[src/rtl/vga_pmod_dither_out.sv]
// ---------------------------------------------------------------------------
// vga_pmod_dither_out
//
// Output stage between the raycaster pixel datapath and the Tiny VGA PMOD.
// Each COLOR_BITS-wide channel is reduced to 2 bits. The reduction either
// truncates or applies a 4x4 ordered (Bayer) dither. The dither threshold
// can optionally be rotated every frame by a 2-bit frame counter.
// Colour is forced to black while blanking. Colour, syncs and blanks then
// pass through an optional register pipeline that is selected at run time.
//
// Ports
//   clk, rst_n         pixel clock, asynchronous active-low reset
//   i_reg              1: outputs come from pipeline stage PIPE_STAGES
//                      0: outputs come from combinational stage 0
//   i_dither_en        1: ordered dither, 0: truncate
//   i_temporal         1: add {frame,2'b00} to the dither threshold
//   hpos, vpos         current pixel column and row (only bits [1:0] used)
//   hblank, vblank     blanking, active high
//   hsync_n, vsync_n   syncs, active low, passed through unchanged
//   rgb_in             colour packed {B,G,R}, MSB first
//   o_pmod             {hsync_n,B0,G0,R0, vsync_n,B1,G1,R1}
//   o_hblank, o_vblank blanks, delayed by the same latency as o_pmod
//
// There is no valid/ready handshake. Every clock carries one pixel and every
// pipeline stage advances unconditionally.
// ---------------------------------------------------------------------------
module vga_pmod_dither_out #(
  parameter int COLOR_BITS  = 6,
  parameter int PIPE_STAGES = 1,
  parameter int H_BITS      = 10,
  parameter int V_BITS      = 10
) (
  input  logic                    clk,
  input  logic                    rst_n,
  input  logic                    i_reg,
  input  logic                    i_dither_en,
  input  logic                    i_temporal,
  input  logic [H_BITS-1:0]       hpos,
  input  logic [V_BITS-1:0]       vpos,
  input  logic                    hblank,
  input  logic                    vblank,
  input  logic                    hsync_n,
  input  logic                    vsync_n,
  input  logic [3*COLOR_BITS-1:0] rgb_in,
  output logic [7:0]              o_pmod,
  output logic                    o_hblank,
  output logic                    o_vblank
);

  // Frame counter and vblank edge detector
  logic [1:0] frame_q, frame_d;
  logic       vb_prev_q;

  // A 0->1 vblank edge seen at a clock edge advances the frame. The new
  // value is therefore visible from the following cycle onwards.
  assign frame_d = frame_q + {1'b0, vblank & ~vb_prev_q};

  always_ff @(posedge clk or negedge rst_n) begin
    if (!rst_n) begin
      frame_q   <= 2'd0;
      vb_prev_q <= 1'b1;
    end else begin
      frame_q   <= frame_d;
      vb_prev_q <= vblank;
    end
  end

  // Dither threshold. The rows of the matrix are indexed by vpos.
  logic [3:0] bayer_t;
  logic [3:0] thresh;

  always_comb begin
    case ({vpos[1:0], hpos[1:0]})
      4'h0: bayer_t = 4'd0;
      4'h1: bayer_t = 4'd8;
      4'h2: bayer_t = 4'd2;
      4'h3: bayer_t = 4'd10;
      4'h4: bayer_t = 4'd12;
      4'h5: bayer_t = 4'd4;
      4'h6: bayer_t = 4'd14;
      4'h7: bayer_t = 4'd6;
      4'h8: bayer_t = 4'd3;
      4'h9: bayer_t = 4'd11;
      4'ha: bayer_t = 4'd1;
      4'hb: bayer_t = 4'd9;
      4'hc: bayer_t = 4'd15;
      4'hd: bayer_t = 4'd7;
      4'he: bayer_t = 4'd13;
      default: bayer_t = 4'd5;
    endcase
  end

  // The 4-bit add wraps, which gives the required mod-16 rotation.
  assign thresh = i_temporal ? (bayer_t + {frame_q, 2'b00}) : bayer_t;

  // Quantisation. Each channel is left-aligned into 8 bits.
  // [7:6] is the 2-bit value q and [5:2] is the residual. Narrow channels
  // get zero residual bits. With COLOR_BITS==2 the residual is all zero, so
  // the dither can never round up.
  logic [7:0] chan_pad [3];
  logic [1:0] chan_q   [3];
  logic       blank0;
  logic [7:0] word0;

  assign blank0 = hblank | vblank;

  always_comb begin
    for (int ch = 0; ch < 3; ch++) begin
      chan_pad[ch] = 8'(rgb_in[ch*COLOR_BITS +: COLOR_BITS]) << (8 - COLOR_BITS);
      chan_q[ch]   = chan_pad[ch][7:6];
      // Round up only when there is headroom. A full-scale channel saturates.
      if (i_dither_en && (chan_pad[ch][5:2] > thresh) && (chan_q[ch] != 2'd3)) begin
        chan_q[ch] = chan_q[ch] + 2'd1;
      end
      if (blank0) begin
        chan_q[ch] = 2'd0;
      end
    end
  end

  // Channel index 0=R, 1=G, 2=B
  assign word0 = {hsync_n, chan_q[2][0], chan_q[1][0], chan_q[0][0],
                  vsync_n, chan_q[2][1], chan_q[1][1], chan_q[0][1]};

  // Output pipeline. Stage i holds the word delayed by i+1 clocks.
  logic [7:0]             word_q [PIPE_STAGES];
  logic [PIPE_STAGES-1:0] hblank_q;
  logic [PIPE_STAGES-1:0] vblank_q;

  always_ff @(posedge clk or negedge rst_n) begin
    if (!rst_n) begin
      for (int i = 0; i < PIPE_STAGES; i++) begin
        word_q[i] <= 8'h88;
      end
      hblank_q <= '1;
      vblank_q <= '1;
    end else begin
      word_q[0]   <= word0;
      hblank_q[0] <= hblank;
      vblank_q[0] <= vblank;
      for (int i = 1; i < PIPE_STAGES; i++) begin
        word_q[i]   <= word_q[i-1];
        hblank_q[i] <= hblank_q[i-1];
        vblank_q[i] <= vblank_q[i-1];
      end
    end
  end

  // The source switches immediately. A glitch on toggle is acceptable.
  assign o_pmod   = i_reg ? word_q[PIPE_STAGES-1]   : word0;
  assign o_hblank = i_reg ? hblank_q[PIPE_STAGES-1] : hblank;
  assign o_vblank = i_reg ? vblank_q[PIPE_STAGES-1] : vblank;

  // Position bits above the 4x4 tile and the alignment padding carry no
  // information for this stage.
  logic unused_bits;
  assign unused_bits = ^{hpos[H_BITS-1:2], vpos[V_BITS-1:2],
                         chan_pad[0][1:0], chan_pad[1][1:0], chan_pad[2][1:0]};

endmodule
[config.mk]
export PLATFORM = sky130hd
export DESIGN_NAME = vga_pmod_dither_out
export DESIGN_NICKNAME = d
export VERILOG_FILES = /design/src/rtl/vga_pmod_dither_out.sv
export SDC_FILE = /design/constraint.sdc
export NUM_CORES = 1
export LEC_CHECK = 0
export BUFFER_PORTS_ARGS = -buffer_cell sky130_fd_sc_hd__buf_2
export CORE_UTILIZATION = 25
export CTS_BUF_LIST = sky130_fd_sc_hd__clkbuf_2
export CTS_CLUSTER_DIAMETER = 120
export CTS_CLUSTER_SIZE = 24
export DETAILED_ROUTE_END_ITERATION = 8
export PLACE_DENSITY = 0.6
export REMOVE_ABC_BUFFERS = 1
export SLEW_MARGIN = 0
export SYNTH_ARGS = -nofsm -noshare
export SYNTH_HDL_FRONTEND = slang
export SYNTH_SLANG_ARGS = --single-unit
[constraint.sdc]
create_clock -name clk -period 3.3 [get_ports clk]
set_clock_uncertainty 0.2 [all_clocks]
set_input_delay 0.33 -clock clk [delete_from_list [all_inputs] [get_ports clk]]
set_output_delay 0.33 -clock clk [all_outputs]
set_load 0.05 [all_outputs]
**After elaboration in Yosys (flattened, before gate mapping)**

Memories as Yosys holds them, arrays and structs flattened.
Cells that the tools add are included.

- Reductions and logical operators: 6
- Equality and inequality tests: 3
- Bitwise gates (word level): 3
- Mux-type cells: 10
- Magnitude comparators: 3
- Add/subtract/negate cells: 5

Operator list:

| operator | count |
|---|---|
| > comparator 4 bit | 3 |
| two-way mux 2 bit | 6 |
| two-way mux 8 bit | 1 |
| adder 2 x 1 -> 2 bit, second input constant | 3 |
| logical AND 1 bit | 6 |
| inequality test 2 bit, second input constant | 3 |
| adder 4 bit | 1 |
| two-way mux 4 bit | 1 |
| adder 2 x 1 -> 2 bit | 1 |
| two-way mux 1 bit | 2 |
| bitwise AND 1 bit | 1 |
| NOT 1 bit | 1 |
| bitwise OR 1 bit | 1 |

- Logic and storage cells: 35
- Output and inout bits: 10
- Memories: 1
- Register bits: 12
- Bits in read-only memories: 64

Memory list:

| memory | words | bits a word | rd ports | clocked after Yosys merged registers in | write ports | RTL line | text |
|---|---|---|---|---|---|---|---|
| (no name shown) | 16 | 4 | 1 | 0 | 0 | 73 | `case ({vpos[1:0], hpos[1:0]})` |

**Logic depth before layout (Yosys ltp)**

Gate-level depths: netlist (run 1).
An unclocked memory read counts as a cell.

- Depth after elaboration: 9
- Mapped depth: 10
- Gate-level depth less buffers: 10

**Worst setup path after synthesis (run 1)**

OpenSTA, ideal clock, no wires.

- Path type: register -> output
- From: register frame_q[0]
- To: output port o_pmod[6]
- Stages on the path, launching flop included: 10
- Required time: 2770 ps
- Arrival time: 2492 ps
- Path slack: 278 ps
- Buffers on the path: 0
- Cells stage by stage: dfrtp_1 > ha_1 > xor2_1 > nand2_1 > xnor2_1 > ha_1 > a21oi_1 > a21oi_4 > xnor2_1 > o21ai_1

- Cells in the longest elaborated chain, start to end: 8

Ends and longest elaborated chain:

| item | RTL line | text |
|---|---|---|
| from (decl) | 51 | `logic [1:0] frame_q, frame_d;` |
| from (signal assigned) | 63 | `frame_q <= frame_d;` |
| adder 4 bit | 94 | `assign thresh = i_temporal ? (bayer_t + {frame_q, 2'b00}) : bayer_t;` |
| two-way mux 4 bit | 94 |  |
| > comparator 4 bit | 112 | `if (i_dither_en && (chan_pad[ch][5:2] > thresh) && (chan_q[ch] != 2'd3)) begin` |
| logical AND 1 bit (2 in series) | 112 |  |
| two-way mux 2 bit | 112 |  |
| two-way mux 2 bit | 115 | `if (blank0) begin` |
| two-way mux 8 bit | 150 | `assign o_pmod = i_reg ? word_q[PIPE_STAGES-1] : word0;` |
| to (decl) | 45 | `output logic [7:0] o_pmod,` |

Every way passes these cells.

**Final worst setup path (run 1)**

Same ends and word-level chain as after synthesis.

==> flow_results.org, run 1 <==
** Outcome
- The run finished with clean final reports.

** Critical path
- At the worst endpoint, the required time is 2.77 ns.
- Worst-path fanout max :: 4
- Element type at the critical path start :: flop
- The worst setup path is captured at an output pin.
- STA puts the critical path data arrival time at 2.53 ns.
- The critical path is of the flop to output pin type.

** Synthesis
- Sequential share of the synthesized area :: 0.303
- The synthesized design contains 12 register bits.
- Most used flip-flop cell after synthesis :: dfrtp_1
- After synthesis, the share of flip-flops with an asynchronous set or reset is 1.00.
- The synthesized netlist contains 24 unique library cells.
- Proportion of netlist area held by the largest area contributor :: 0.211
- The synthesized design spends more area on one cell type than any other, namely ha_1.
- Synthesized instance count :: 97
- Leading cell types by total area after synthesis :: ha_1 21%, dfrtp_1 20%, dfstp_2 10%
- Yosys mapped a number of flops with a built-in enable equal to 0.
- Synthesized area per cell :: 10.4 um2
- Total of warnings raised by yosys :: 0
- Summing every instance area after synthesis gives about 1000 um2.
- Most frequent cell after synthesis :: ha_1
- The commonest cells after synthesis are 17 x ha_1, 10 x nand2_1, 8 x dfrtp_1, 6 x nor2_1, 6 x xnor2_1.

** STA
- Final period utilization :: 0.929
- Final count of negative-setup-slack endpoints :: 0
- Unrepaired setup endpoints after global routing :: true
- The worst path needs 3.06 ns of the cycle, external delays included.
- The final number of hold-violating endpoints is 0.
- Timing-limited maximum frequency :: 326 MHz
- The max-slew violation count is 0.
- Final worst-path setup slack :: 0.235 ns
- For the pin with the worst max-slew slack, the measured transition is 0.341 ns.
- Headroom to the max-slew limit came out at 0.766.

** Placement
- At the placement stage, the worst setup path has a slack of 0.251 ns.
- In this run, placement finished with an instance count of between 150 and 200.
- Number of buffers added on ports :: 40
- Detailed placer's ending HPWL :: 1810 um
- Routability Congestion :: 0.748

** Final layout
- At the end of the flow, the number of nets in the layout was 209.
- Area Overhead vs Synth :: 34.6%
- Number of diodes added for antenna fixing :: 0
- The finished layout holds 192 standard cells, fillers aside.
- In the final layout, the share of cells above drive strength 1 is 0.451.

** Global routing
- The first global-routing pass estimated 3630 um of wire.
- The number of antenna violations at the first check in global routing is 0.
- The via count of the first global-routing pass was 880.
- Across every metal layer, demand over resource in global routing totals 0.110.
- Pin count of the biggest net entering global routing :: 13
- Global routing finished with a remaining overflow of 0.

** Clock tree
- TritonCTS built the clock tree.
- Clock latency reported for the late side of the worst-skew pair :: ~0.25 ns
- Clock root buffer master :: clkbuf_2
- Number of buffers on the longest clock path :: 2
- Clock H-tree levels :: 1
- After clock tree synthesis, the clock-pin slew on the worst setup and hold paths is 0.12 ns.
- Number of CTS-inserted buffers :: 3
- CTS sink count :: 12
- Once the clock tree was built, the setup fixing pass inserted 0 buffers.

** Floorplanning
- Die height :: 65.4 um
- Floorplan row count :: 22
- Boundary Pins :: 57
- After floorplanning, the core was sized to cover 3770 um2.
- Horizontal die dimension :: 65.4 um
- Full die area :: 4280 um2
- The initial utilization of the core area, before any placement, comes to 0.267.

** Power
- Pwr dens :: roughly 440 nW/um2
- Lkg Pwr :: 0.000637 uW
- Maximum ir drop on the vdd rail :: 0.000271 V

** Run
- Max-cap violations :: 0

** Routing
- Via total after detailed routing :: 859
- Initial drt markers :: 14
- Routed length per placed instance :: 11.2 um
- Detailed Route WL :: 2160 um
- After detailed routing, the number of remaining DRC violations is 0.
- Drt first pass iters :: 4
- After detailed routing, the number of vias per cell comes to 4.47.
- In this run the remaining antenna-violating nets after routing total 0.

** Min path
- Path type of the worst min-delay path :: input port to flop
-- cell usage in the layout, fill, tap and decap left out --
cell type,instances
o211ai_1,3
nor2b_2,3
nand3_1,3
or3_1,1
nor2_4,1
inv_1,3
dlygate4sd3_1,5
nand3b_1,3
a21oi_4,3
nand4_1,3
buf_4,2
clkbuf_2,4
or2_1,1
clkbuf_4,3
ha_1,17
xnor2_1,5
xnor2_2,1
xor2_1,2
mux2i_1,4
a21oi_2,2
mux2_2,4
buf_2,35
nor2_1,6
o21ai_1,3
nor2b_1,1
dfstp_2,4
dfrtp_1,8
nand2_1,10
a21oi_1,1
o211ai_2,3
-- state kept, by name (all words and copies together) (netlist names) --
name,cells
word_q,8
frame_q,2
hblank_q,1
vblank_q,1
-- through the flow --
| stage | instance area, um2 | total power [uW] | hold WS [ns] | utilization | TNS (ns) |
|---|---|---|---|---|---|
| 2_1_floorplan | 996 | 422 | -0.166 | - | 0 |
| 3_3_place_gp | 1260 | 486 | 0.0138 | 0.333 | 0 |
| 3_5_place_dp | 1260 | 498 | 0.0220 | 0.333 | 0 |
| 4_1_cts | 1330 | 585 | 0.141 | 0.352 | 0 |
| 5_1_grt | 1350 | 650 | 0.126 | 0.359 | -0.0279 |
| 6_report | 1350 | 593 | 0.147 | 0.359 | 0 |
-- where the power goes --
part	leakage [uW]	switching [uW]	internal, uW	total, uW
clock	0.0000166	46.2	32.2	78.4
combinational	0.000474	194	140	334
sequential	0.000146	11.1	170	181
total	0.000637	251	342	593
-- what timing repair did --
action                                 in CTS  in global routing
endpoints found under the hold margin      16                  0
hold buffers                                5                  0
setup endpoints to repair                   0                  6
resized for setup                           0                 10
-- critical path: stages (launching register included) --
cell      delay [ns]
dfrtp_1         0.40
ha_1            0.19
xor2_1          0.14
nand2_1         0.10
xnor2_2         0.22
ha_1            0.32
nand4_1         0.10
nand3b_1        0.11
a21oi_4         0.19
xnor2_1         0.12
o21ai_1         0.14
clkbuf_4        0.24
-- final timing paths --
| path | from | end | slack (ns) | cells past startpoint |
|---|---|---|---|---|
| setup / recovery | frame_q[0] | o_pmod[6] | 0.24 | 11 |
| hold / removal | rgb_in[11] | word_q[1] | 0.15 | 3 |
| setup reg to reg | frame_q[0] | word_q[2] | 0.95 | 10 |
| hold reg to reg | frame_q[1] | frame_q[1] | 0.29 | 1 |
| max in group asynchronous | rst_n | word_q[7] | 2.37 | 2 |
| min in group asynchronous | rst_n | word_q[4] | 0.25 | 2 |
-- per-layer routing --
layer	up-vias	track usage	routed length, um
li1	445	-	-
met1	385	0.136	944
met2	27	0.193	1080
met5	-	0	0
met4	0	0.0326	15
met3	2	0.0174	120
-- layout make-up --
class / instances / area [um2]
clock buffers: 4 / 20.0
well taps: 48 / 60.1
flip-flops and latches: 12 / 305
fillers: 367 / 2420
inverters: 3 / 11.3
repair buffers: 45 / 263
multi-input cells: 80 / 694
-- logic make-up after synthesis --
kind of cell,after synthesis,synth area share
adder cells (fa/ha/maj),17,0.211
XOR/XNOR,8,0.0697
AND/OR/NAND/NOR,32,0.172
flip-flops,12,0.303
buffers and inverters,5,0.0211
AO/OA/AOI/OAI,15,0.138
multiplexers,8,0.0846
No activity file was read; power rests on OpenSTA's default activity.
==> inputs of run 2 (changes only) <==
--- a/config.mk
+++ b/config.mk
@@ -6,12 +6,15 @@
 export NUM_CORES = 1
 export LEC_CHECK = 0
 export BUFFER_PORTS_ARGS = -buffer_cell sky130_fd_sc_hd__buf_2
+export CAP_MARGIN = 40
+export CELL_PAD_IN_SITES_DETAIL_PLACEMENT = 0
+export CELL_PAD_IN_SITES_GLOBAL_PLACEMENT = 1
 export CORE_UTILIZATION = 25
 export CTS_BUF_LIST = sky130_fd_sc_hd__clkbuf_2
 export CTS_CLUSTER_DIAMETER = 120
 export CTS_CLUSTER_SIZE = 24
 export DETAILED_ROUTE_END_ITERATION = 8
-export PLACE_DENSITY = 0.6
+export PLACE_DENSITY = 0.75
 export REMOVE_ABC_BUFFERS = 1
 export SLEW_MARGIN = 0
 export SYNTH_ARGS = -nofsm -noshare
==> flow_results.org, run 2 (synthesized netlist as in run 1, its figures left out) <==
** Final layout
- Largest register by flop count :: word_q
- Registers with the highest flip-flop counts :: word_q x8, frame_q x2
- The flip-flop count of the largest register, all copies and words added came to 8 (unchanged).
- In the layout the commonest cells are 34 x buf_2, 17 x ha_1, 10 x nand2_1.
- The count of antenna diodes in the layout is 0 (unchanged).
- Nets :: 209 (unchanged)
- Area Overhead vs Synth :: 34.7% (about the same)
- The final design area excluding fillers was 1360 um2 (about the same).
- The share of cells above drive strength 1 was 0.431 (-0.0208).
- The library cell used most frequently in the layout, excluding fill and tap cells, is buf_2.

** Critical path
- Startpoint of the worst-slack reg-to-reg timing path :: frame_q[0]
- STA classifies the critical path endpoint as an output pin.
- Among the stages of the critical path, the cell type that occurs most often is ha_1.
- For this design, the slowest cell found on the critical path is dfrtp_1.
- The critical-path maximum fanout is 4 (unchanged).
- Critical path arrival :: 2.61 ns (+0.08 ns)
- WP data required :: 2.77 ns (about the same)
- Depth of the worst register-to-register path :: 10 (unchanged)
- Start-to-end type of the worst setup path :: flop to output pin
- The cell family contributing the most delay on the critical path is XOR/XNOR gates.
- Timing endpoint of the critical path :: o_pmod[5]
- Count of buffer and inverter cells on the critical path :: 1 (unchanged)
- Tracing the worst setup path back leads to its startpoint at frame_q[0].
- The number of stages on the worst setup path was 11 (unchanged).
- Maximum cell stage delay along the critical path :: 0.40 ns (about the same)
- Critical R2R Capture :: word_q[1]
- The minimum setup slack among reg-to-reg paths is 0.88 ns (-0.07 ns).
- Critical path, cell by cell :: ha_1 > xor2_1 > nand2_1 > xnor2_2 > ha_1 > nand4_1 > nand3b_1 > a21oi_4 > xnor2_1 > o21ai_1 > buf_4
- Element type at the critical path start :: flop

** Routing
- The highest metal layer carrying signal wires in the routed design is met4.
- # DRC :: 0 (unchanged)
- Detailed Route WL :: 2360 um (+9.5%)
- The count of antenna-violating nets left after detailed routing came to 0 (unchanged).
- The number of detailed-routing iterations run before antenna repair was 4 (unchanged).
- The met2 wire length came to 1220 um (+14%).
- The wire length on met1 was 981 um (+3.9%).
- Initial drt markers :: 8 (-6)
- Via density :: 4.47 (unchanged)
- The detailed-routed wire length on met3 came to 142 um (+18%).
- Routed length per placed instance :: 12.3 um (+9.5%)
- Via total after detailed routing :: 859 (unchanged)

** Placement
- The placed standard-cell area was 1260 um2 (unchanged).
- The post-detailed-placement half-perimeter wirelength was 2000 um (+10%).
- Number of buffers added on ports :: 40 (unchanged)
- Routability Congestion :: 0.718 (-4.0%)

** Floorplanning
- Floorplan row count :: 22 (unchanged)
- The initial standard-cell utilization of the core was 0.267 (unchanged).
- The die extent in y was 65.4 um (unchanged).
- The area enclosed by the die boundary was 4280 um2 (unchanged).
- Boundary Pins :: 57 (unchanged)
- The area inside the core boundary was 3770 um2 (unchanged).
- The horizontal die dimension came to 65.4 um (unchanged).

** STA
- Unrepaired setup endpoints after global routing :: true
- The final critical-path share of the clock period is 0.951 (+0.0221).
- Summed negative setup slack over all endpoints :: 0 ns (unchanged)
- The final setup violation count was 0 (unchanged).
- The normalized max-slew margin is 0.712 (-0.0542).
- The post-layout minimum cycle time came to 3.14 ns (+0.0730 ns).
- Transition time at the pin with the least slew margin :: 0.420 ns (+0.0790 ns)
- The final number of hold-violating endpoints came to 0 (unchanged).
- Number of slew-limit violations in the final report :: 0 (unchanged)
- Timing-limited maximum frequency :: 319 MHz (-2.3%)

** Power
- Maximum ir drop on the vdd rail :: 0.000239 V (-12%)
- Total Power Consumption :: 593 uW (about the same)
- The cell leakage power was 0.000635 uW (-0.17%).
- Pwr dens :: 438 nW/um2 (-0.14%)

** Clock tree
- Clock transition at the register clock pins on the worst setup and hold paths after CTS :: 0.11 ns (about the same)
- The number of clock sinks was 12 (unchanged).
- Number of buffers on the longest clock path :: 2 (unchanged)
- The number of buffers added by the clock tree synthesis step was 3 (unchanged).
- The clock latency of the later-clocked register in the worst-skew pair came to 0.27 ns (+0.02 ns).
- TritonCTS built the clock tree.
- The post-CTS setup buffer count is 0 (unchanged).
- Clock root buffer master :: clkbuf_2
- The H-tree depth reported by CTS was 1 (unchanged).

** Global routing
- The wire length of the first global-routing pass was 4060 um (+12%).
- The maximum number of pins on one net before global-route repair came to 13 (unchanged).
- Overall Global Routing Usage :: 0.123 (+0.0134)
- The number of antenna violations at the first check in global routing is 0 (unchanged).
- Remaining global-route overflow :: 0 (unchanged)
- Via count of the first global-routing pass :: 956 (+8.6%)

** Run
- The number of max-cap violations came to 0 (unchanged).

** Outcome
- Outcome :: finished clean

** Min path
- Path type of the worst min-delay path :: input port to flop
[run 2: metrics by stage]
stage           util  setup slack [ns]  cells  hold WS (ns)
4_1_cts        0.353            0.0884    192         0.121
3_3_place_gp   0.333             0.227    183        0.0127
6_report       0.359             0.162    192         0.138
5_1_grt        0.359           -0.0236    192         0.121
2_1_floorplan      -             0.278     95        -0.166
3_5_place_dp   0.333             0.188    183        0.0216
[run 2: worst min path at each step]
stage | from | end | cells after the start
after floorplan | rst_n | frame_q[0] | 0
after global routing | rgb_in[5] | word_q[0] | 3
after detailed placement | rst_n | frame_q[1] | 1
after global placement | rst_n | word_q[5] | 1
final | rgb_in[5] | word_q[0] | 3
after CTS | rgb_in[5] | word_q[0] | 3
[run 2: timing repair]
| item | 4_1_cts | 5_1_grt |
|---|---|---|
| pin swaps | 0 | 1 |
| resized for setup | 1 | 13 |
| hold endpoints to repair | 16 | 0 |
| endpoints found under the setup margin | 5 | 5 |
| hold buffers | 5 | 0 |
[run 2: layout make-up]
| class | count | area (um2) |
|---|---|---|
| flip-flops and latches | 12 | 305 |
| inverters | 3 | 11.3 |
| repair buffers | 45 | 273 |
| multi-input cells | 80 | 687 |
| clock inverters | 1 | 3.75 |
| fillers | 380 | 2420 |
| well taps | 48 | 60.1 |
| clock buffers | 3 | 15.0 |
[run 2: per-layer routing]
layer	vias to the layer above	track usage
met5	-	0
met4	0	0.0489
met3	2	0.00868
met2	31	0.231
met1	383	0.143
li1	443	-
[run 2: worst reg2reg max path, stage by stage, from the launching register on]
cell	delay, ns
dfrtp_1	0.40
ha_1	0.19
xor2_1	0.14
nand2_1	0.10
xnor2_2	0.26
ha_1	0.32
nand4_1	0.12
nand3b_1	0.12
a21oi_4	0.21
mux2i_1	0.20
nor2_1	0.06
[run 2: report_power, final]
part / total (uW) / switching (uW) / internal [uW]
Combinational: 335 / 196 / 139
Clock: 76.3 / 50.0 / 26.3
Sequential: 182 / 11.2 / 170
==> inputs of run 3 (changes only) <==
--- a/config.mk
+++ b/config.mk
@@ -5,16 +5,16 @@
 export SDC_FILE = /design/constraint.sdc
 export NUM_CORES = 1
 export LEC_CHECK = 0
+export ABC_AREA = 1
 export BUFFER_PORTS_ARGS = -buffer_cell sky130_fd_sc_hd__buf_2
 export CAP_MARGIN = 40
-export CELL_PAD_IN_SITES_DETAIL_PLACEMENT = 0
-export CELL_PAD_IN_SITES_GLOBAL_PLACEMENT = 1
+export CORE_MARGIN = 2
 export CORE_UTILIZATION = 25
 export CTS_BUF_LIST = sky130_fd_sc_hd__clkbuf_2
 export CTS_CLUSTER_DIAMETER = 120
 export CTS_CLUSTER_SIZE = 24
 export DETAILED_ROUTE_END_ITERATION = 8
-export PLACE_DENSITY = 0.75
+export PLACE_DENSITY = 0.6
 export REMOVE_ABC_BUFFERS = 1
 export SLEW_MARGIN = 0
 export SYNTH_ARGS = -nofsm -noshare
==> flow_results.org, run 3 <==
** STA
- Hold_ws :: 0.203 ns (+0.0651 ns)
- Final period utilization :: 0.924 (-0.0269)
- Final count of negative-setup-slack endpoints :: 0 (unchanged)
- The transition time at the pin with the least slew margin was 0.328 ns (-0.0921 ns).
- Timing-limited maximum frequency :: 328 MHz (+2.9%)
- Max-slew headroom :: 0.775 (+0.0631)
- Setup repair after global routing left no endpoint under its margin.
- Summed negative setup slack over all endpoints :: 0 ns (unchanged)
- Count of final hold-check violations :: 0 (unchanged)
- Number of slew-limit violations in the final report :: 0 (unchanged)
- Crit path time final :: 3.05 ns (-0.0886 ns)

** Critical path
- Capturing element type of the critical path :: output pin
- Element type at the critical path start :: flop
- The critical-path maximum fanout came to 3 (-1).
- Depth of the worst register-to-register path :: 10 (unchanged)
- Critical path arrival :: 2.52 ns (-0.09 ns)
- Start-to-end type of the worst setup path :: flop to output pin
- WP data required :: 2.77 ns (about the same)

** Clock tree
- The H-tree depth reported by CTS came to 1 (unchanged).
- Clock tree from TritonCTS :: done
- Clock latency reported for the late side of the worst-skew pair :: 0.25 ns (-0.02 ns)
- The number of clock sinks is 12 (unchanged).
- Post-CTS setup buffer count :: 0 (unchanged)
- The buffer levels on the longest clock path was 2 (unchanged).
- The cts-stage hold buffer count was 5 (unchanged).
- Number of CTS-inserted buffers :: 3 (unchanged)
- The clock-pin slew on the worst setup and hold paths is 0.12 ns (about the same).
- In this run the clock root is driven by a clkbuf_2.
- Post-CTS resize count :: 0 (-1)

** Floorplanning
- Full die area :: 4760 um2 (+11%)
- The area inside the core boundary was 4030 um2 (+6.8%).
- Die height :: 69.0 um (+5.4%)
- Floorplan row count :: 23 (+4.5%)
- The initial standard-cell utilization of the core was 0.262 (-0.00464).
- Horizontal die dimension :: 69.0 um (+5.4%)
- The number of primary I/O pins was 57 (unchanged).

** Final layout
- Top library cells by usage in the layout, fill and taps aside :: 53 x nand2_1, 40 x buf_2, 26 x inv_1
- Flip-flop count of the largest register after layout :: 8 (unchanged)
- Cell area after layout :: 1380 um2 (+2.0%)
- The layout filler cell count was 469 (+23%).
- The final core area utilization was 0.343 (-0.0162).
- Compared with the post-synthesis result, the final layout area differs by 30.9%.
- Most frequent standard cell in the layout excluding fill and tap cells :: nand2_1
- Number of diodes added for antenna fixing :: 0 (unchanged)
- Largest register by flop count :: word_q
- Registers with the highest flip-flop counts :: word_q x8, frame_q x2
- Area taken by flip-flops and latches :: 305 um2 (unchanged)
- The final standard cell count with taps included and fillers excluded is 247 (+29%).
- The count of nets after finishing was 262 (+25%).
- The footprint of the multi-input gates is 644 um2 (-6.2%).
- The share of cells above drive strength 1 is 0.274 (-0.156).

** Synthesis
- The sequential share of the synthesized area came to 0.289 (-0.0144).
- In the synthesized netlist the dominant register cell turns out to be dfrtp_1.
- The distinct cell type count after synthesis came to 20 (-17%).
- The Yosys warning count was 0 (unchanged).
- By count the netlist is led by 53 x nand2_1, 26 x inv_1, 17 x ha_1, 8 x dfrtp_1, 7 x nor2_1.
- Proportion of netlist area held by the largest area contributor :: 0.201 (-0.0100)
- Most frequent cell after synthesis :: nand2_1
- Number of enable-type register cells in the synthesized netlist :: 0 (unchanged)
- The cell area after synthesis came to 1060 um2 (+5.0%).
- Seq cells post-synth :: 12 (unchanged)
- By area the synthesized netlist is led by ha_1 20%, dfrtp_1 19%, nand2_1 19%.
- The average footprint of a synthesized cell came to 7.09 um2 (-32%).
- The share of flip-flops with an asynchronous set or reset after synthesis came to 1.00 (unchanged).
- The largest total area in the synthesized netlist belongs to ha_1.
- The cell count after synthesis is 149 (+54%).

** Placement
- The final weighted congestion of routability-driven global placement was 0.741 (+3.2%).
- The number of cells in the design after placement came to 238 (+30%).
- The post-detailed-placement half-perimeter wirelength is 1930 um (-3.6%).
- Number of buffers added on ports :: 40 (unchanged)
- Placed cell areas :: 1310 um2 (+4.6%)

** Routing
- The detailed-routed wire length on met3 came to 186 um (+31%).
- Length of routed wiring on met1 :: 963 um (-1.8%)
- Via total after detailed routing :: 1,039 (+21%)
- Met2 wire len :: 1130 um (-7.6%)
- The highest metal layer carrying signal wires in the routed design is met3.
- The via density per instance was 4.21 (-6.0%).
- ANT nets after route :: 0 (unchanged)
- The number of DRC markers after the initial detailed-route iteration came to 43 (+35).
- Drt first pass iters :: 3 (-1)
- Routed length per placed instance :: 9.23 um (-25%)
- # DRC :: 0 (unchanged)
- The total wirelength of the detailed-routed design came to 2280 um (-3.5%).

** Global routing
- Remaining global-route overflow :: 0 (unchanged)
- Number of antenna violations at the first check in global routing :: 0 (unchanged)
- The aggregate global-route resource usage came to 0.104 (-0.0195).
- Via count of the first global-routing pass :: 930 (-2.7%)
- The wire length of the first global-routing pass was 3750 um (-7.7%).
- The maximum number of pins on one net before global-route repair is 13 (unchanged).

** Power
- The cell leakage power was 0.000852 uW (+34%).
- The power per cell area was 384 nW/um2 (-12%).
- Maximum ir drop on the vdd rail :: 0.000112 V (-53%)

** Outcome
- Outcome :: finished clean

** Run
- The number of max-cap violations was 0 (unchanged).

** Min path
- The worst hold path belongs to the class input port to flop.
- The number of cells on the worst hold path is 4 (+1).
## run 3: changes by cell type after synthesis, sizes merged, moves of 4 or more
cell / delta
xnor2: -5
nor2b: -4
o211ai: -6
mux2: -4
nand2: +45
inv: +24
nor2: +4
## run 3: cell type report
cell class,instances,share of cell area
Clock buffer,3,0.0109
Clock inverter,1,0.00271
Inverter,27,0.0733
Multi-Input combinational cell,109,0.466
Sequential cell,12,0.221
Tap cell,50,0.0452
Timing Repair Buffer,45,0.181
## run 3: worst max-delay path, stage by stage (launching register included)
cell,delay [ns]
dfrtp_1,0.40
ha_1,0.19
a21boi_1,0.12
o21ai_1,0.09
xor2_1,0.31
ha_1,0.31
nand2_1,0.09
nor2_1,0.05
nor2_2,0.12
nand2_1,0.09
nand2_1,0.08
nand4_1,0.07
nand2_1,0.09
buf_2,0.26
## run 3: power by group
group / switching [uW] / internal [uW]
clock network: 48.1 / 26.3
registers: 12.2 / 170
logic: 173 / 101
total: 233 / 298
## run 3: cells by family (layout without fill, tap and decap cells)
group,Yosys count,count (layout),share of synthesized area
compound gates,6,6,0.0308
xor+xnor,4,4,0.0332
fa+ha+maj,17,17,0.201
buf+inv,28,76,0.101
flops,12,12,0.289
mux,1,1,0.00948
simple gates,81,81,0.335
## run 3: worst paths after layout
check,from,end,slack (ns)
worst min-delay path,rgb_in[10],word_q[5],0.20
worst max register to register,frame_q[0],word_q[2],1.04
worst min register to register,frame_q[1],frame_q[1],0.32
worst max-delay path,frame_q[0],o_pmod[6],0.25
min in group asynchronous,rst_n,word_q[6],0.26
max in group asynchronous,rst_n,hblank_q,2.36
## run 3: per-layer routing
layer | vias to the layer above | GRT usage
li1 | 563 | -
met5 | - | 0
met3 | 0 | 0.0438
met1 | 452 | 0.123
met2 | 24 | 0.179
met4 | 0 | 0.0123
## run 3: through the flow
stage	worst slack [ns]	total power (uW)
after floorplan	0.764	386
after global placement	0.484	453
after detailed placement	0.464	461
after CTS	0.236	544
after global routing	0.0262	593
final	0.251	531
